<file path="src/rtl/rf_operand_stage.sv">
// rf_operand_stage: register file with write-first bypassed operand capture
// into registered A/B outputs, plus a combinational debug read port.
module rf_operand_stage #(
    parameter int DW       = 32,
    parameter int AW       = 5,
    parameter int ZERO_REG = 1
) (
    input  logic          clk,
    input  logic          rst_n,
    input  logic          we,
    input  logic [AW-1:0] waddr,
    input  logic [DW-1:0] wdata,
    input  logic          ld,
    input  logic          flush,
    input  logic [AW-1:0] raddr1,
    input  logic [AW-1:0] raddr2,
    output logic [DW-1:0] a_q,
    output logic [DW-1:0] b_q,
    output logic          op_valid,
    input  logic [AW-1:0] dbg_addr,
    output logic [DW-1:0] dbg_data
);
    localparam int N = 1 << AW;
    localparam bit ZR = (ZERO_REG != 0);

    logic [DW-1:0] regs [N];
    logic [DW-1:0] rd1, rd2;
    logic          wr_en;

    // a write to the hardwired zero register is neither stored nor bypassed
    always_comb begin
        wr_en    = we && !(ZR && waddr == '0);
        rd1      = (ZR && raddr1 == '0) ? '0 : (wr_en && waddr == raddr1) ? wdata : regs[raddr1];
        rd2      = (ZR && raddr2 == '0) ? '0 : (wr_en && waddr == raddr2) ? wdata : regs[raddr2];
        dbg_data = (ZR && dbg_addr == '0) ? '0 : regs[dbg_addr];
    end

    always_ff @(posedge clk or negedge rst_n) begin
        if (!rst_n) begin
            for (int i = 0; i < N; i++) regs[i] <= '0;
        end else if (wr_en) begin
            regs[waddr] <= wdata;
        end
    end

    // flush wins over a simultaneous load
    always_ff @(posedge clk or negedge rst_n) begin
        if (!rst_n) begin
            a_q      <= '0;
            b_q      <= '0;
            op_valid <= 1'b0;
        end else if (flush) begin
            a_q      <= '0;
            b_q      <= '0;
            op_valid <= 1'b0;
        end else if (ld) begin
            a_q      <= rd1;
            b_q      <= rd2;
            op_valid <= 1'b1;
        end
    end
endmodule

</file>
<file path="config.mk">
export PLATFORM = sky130hd
export DESIGN_NAME = rf_operand_stage
export DESIGN_NICKNAME = d
export VERILOG_FILES = /design/src/rtl/rf_operand_stage.sv
export SDC_FILE = /design/constraint.sdc
export NUM_CORES = 2
export LEC_CHECK = 0
export BUFFER_PORTS_ARGS = -buffer_cell sky130_fd_sc_hd__buf_2
export CAP_MARGIN = 20
export CORE_MARGIN = 2
export CORE_UTILIZATION = 45
export CTS_CLUSTER_SIZE = 16
export DETAILED_ROUTE_END_ITERATION = 7
export GPL_TIMING_DRIVEN = 0
export PLACE_DENSITY_LB_ADDON = 0.08
export SYNTH_ARGS = -nofsm -noshare
export SYNTH_HDL_FRONTEND = slang
export SYNTH_SLANG_ARGS = --single-unit
export TNS_END_PERCENT = 20
</file>
<file path="constraint.sdc">
create_clock -name clk -period 4.1 [get_ports clk]
set_input_delay 0.82 -clock clk [delete_from_list [all_inputs] [get_ports clk]]
set_output_delay 0.82 -clock clk [all_outputs]
set_load 0.02 [all_outputs]
</file>
==> metrics.md <==
| Metric | Value |
|---|---|
| Layout area overhead | `14.4%` |
| Clk buf depth | `3` |
| CP Launch Type | `primary input` |
| Multi-input gate area | `roughly 35000 um^2` |
| Core area | `about 140000 um^2` |
| 1st-pass router iterations | `6` |
| TritonCTS Buffers | `between 100 and 150` |
| Wire per inst | `approximately 43 um` |
| Most common cell after layout, fill and taps aside | `dfrtp_1` |
| Final max-slew violation count | `1` |
| DRT iter0 DRCs | `6455` |
| Predominant post-synthesis flop cell | `dfrtp_1` |
| WHS | `-27.6 ps` |
| Yosys warns | `0` |
| All-layer global routing usage | `0.390` |
| Violated checks | `hold timing, slew limit, setup timing` |
| Syn_area_per_cell | `between 15 and 20 um^2` |
| HP Class | `primary input to async pin` |
| Worst-Margin Slew | `about 1500 ps` |
| Detailed placement HPWL | `210000 um` |
| WP buf/inv | `5` |
| Critical path required time | `about 4800 ps` |
| Die Width | `383 um` |
| Outcome | `finished, violations left` |
| Final min period | `4640 ps` |
| Clk sink count | `about 1.1k` |
| Unrepaired setup endpoints after global routing | `yes` |
| Routed vias/inst | `about 7.2` |
| Most frequent cells in the layout | `1089 x dfrtp_1, 1056 x mux2_2, 703 x mux4_2` |
| Finished Cell Area | `73800 um^2` |
| Final worst path period share | `1.13` |
| Endpoints failing setup | `20` |
| Max-cap viol count | `0` |
| Final net count | `4709` |
| CTS tree | `built` |
| Root Buffer | `clkbuf_16` |
| Max stage delay cell, worst path | `clkbuf_1` |
| Fin. Hold Viols | `10` |
| Sequential cell area fraction in the yosys report | `0.422` |
| Final GP Congestion | `between 0.9 and 1` |
| H-tree depth | `4` |
| Global-route wire length before repair | `roughly 390000 um` |
| Clk_lat worst skew | `approximately 810 ps` |
| Pwr per Cell Area | `494 nW/um^2` |
| Post-Syn Instances | `roughly 4.3k` |
| IO Port Bufs | `~140` |
| Initial antenna violation count | `24` |
| Flip-flop and latch count after synthesis | `1089` |
| Syn Nets | `4357` |
| Crit path max fanout | `10` |
| Reg clk slew, reported paths | `60 ps` |
| Crit-path cells | `buf_2, buf_1, nor2b_1, clkbuf_1, clkbuf_1, a22o_1, a2111oi_0, buf_1, nor3_1, a221o_1` |
| Area after DPL | `slightly below 70000 um^2` |
| Async SR Flop Fraction | `1.00` |
| Class of the most critical setup path | `primary input to flip-flop` |
| Vias | `around 48k` |
| Ports | `around 150` |
| Post-synth EDFFs | `0` |
| Final wirelength | `approximately 290000 um` |
| Netlist cell types | `44` |
| Via count of the first global-routing pass | `between 40k and 50k` |
| Cell area after synthesis | `about 65000 um^2` |
| Filler cell count | `~12k` |
| F_max | `approximately 220 MHz` |
| Grt ovf | `0` |
| Drt drc | `0` |
| Die height | `approximately 380 um` |
| Setup ws final | `-543 ps` |
| Peak VDD IR | `0.349 mV` |
| Die Area | `146000 um^2` |
| CP peak stage delay | `approximately 1000 ps` |
| Total chip power | `roughly 36 mW` |
| # rows | `about 140` |
| Clock Skew | `40.1 ps` |
| Slew margin rel. | `-0.0245` |
| Worst path arrival time | `5370 ps` |
| Routed Antenna Nets | `0` |
| Layout cells sized above 1 | `0.505` |
| Largest net degree at the start of global routing | `~170` |
| Top Family by Delay on Critical Path | `buffers and inverters` |
| Starting density of the core | `0.455` |
| Register area | `between 20000 and 30000 um^2` |
| Critical Path End Type | `flip-flop` |
| Static Leak | `~31 nW` |
## kinds of logic (layout without fill, tap and decap cells)
| group | count (synthesis) | count (layout) | synth area share |
|---|---|---|---|
| AOI/OAI and AO/OA | 446 | 446 | 0.0563 |
| xor gates and xnor gates | 10 | 10 | 0.00136 |
| buffers and inverters | 560 | 1019 | 0.0371 |
| DFF | 1089 | 1089 | 0.422 |
| muxes | 2017 | 2017 | 0.470 |
| other | 0 | 21 | 0 |
| and+or+nand+nor | 178 | 178 | 0.0132 |
## metal layers
layer  track usage  vias up  wire (um)
met5             0        -         86
met4         0.179       14      14700
met3         0.170      746      37700
met2         0.539     3245     120000
met1         0.527    25700     114000
li1              -    18000          -
## worst register-to-register path, stage by stage (launching register included)
cell	delay (ps)
dfrtp_1	430
mux4_2	490
mux2_2	340
a221oi_1	1240
nor3_1	200
a221o_1	330
## path summary, 6_finish.rpt
path | from | to | slack [ps] | cells after the start
worst max register to register | regs[15] | a_q[15] | 950 | 5
worst min-delay path | rst_n | regs[887] | -30 | 1
worst max-delay path | raddr1[3] | a_q[20] | -540 | 10
min in group clk | flush | op_valid | 210 | 2
max in group asynchronous | rst_n | regs[42] | 1020 | 5
worst min register to register | op_valid | op_valid | 500 | 2
## report_power, final
group	switching [mW]	internal, mW
Sequential	2.00	12.7
Clock	5.12	7.53
Combinational	4.30	4.79
## registers in the layout, indices dropped and copies added (netlist names)
signal	cells
op_valid	1
b_q	32
regs	1024
a_q	32
## repair_timing
item | 4_1_cts | 5_1_grt
hold buffers | 0 | 0
gates resized for setup | 130 | 40
setup endpoints to repair | 37 | 28
pin swaps | 1 | 0
hold endpoints to repair | 0 | 0
buffers inserted | 3 | 0
## metrics by stage
| step | setup WS (ps) | std cells | TNS [ps] | hold WS, ps | utilization |
|---|---|---|---|---|---|
| final | -543 | 6670 | -2760 | -27.6 | 0.520 |
| after global routing | -115 | 6651 | -312 | 36.7 | 0.520 |
| after CTS | -31.5 | 6640 | -75.8 | 5.53 | 0.518 |
| after detailed placement | -1480 | 6394 | -72600 | 488 | 0.483 |
| after global placement | -22990 | 6332 | - | 478 | 0.476 |
| after floorplan | 462 | 4300 | 0 | 458 | - |
## cell type report
cell class | instances | area share
tap | 1890 | 0.0320
timing repair buffer | 217 | 0.0240
sequential | 1089 | 0.369
clock inverter | 41 | 0.00707
buffer | 525 | 0.0359
antenna | 21 | 0.000712
clock buffer | 202 | 0.0555
multi-input combinational | 2651 | 0.474
inverter | 34 | 0.00178
## synthesized netlist by cell type (all sizes together) (42+ instances only)
| library cell | number | share of area |
|---|---|---|
| dfrtp | 1089 | 0.42 |
| mux2 | 1056 | 0.18 |
| mux4 | 703 | 0.25 |
| clkbuf | 326 | 0.019 |
| mux2i | 258 | 0.040 |
| buf | 200 | 0.016 |
| nand2 | 74 | 0.0043 |
| a211oi | 72 | 0.0084 |
| a221o | 64 | 0.0099 |
| o221ai | 64 | 0.0087 |
| a22o | 63 | 0.0086 |
| o22ai | 63 | 0.0061 |
| nor3 | 42 | 0.0033 |
Note: power is estimated with default switching activity, not from simulation.
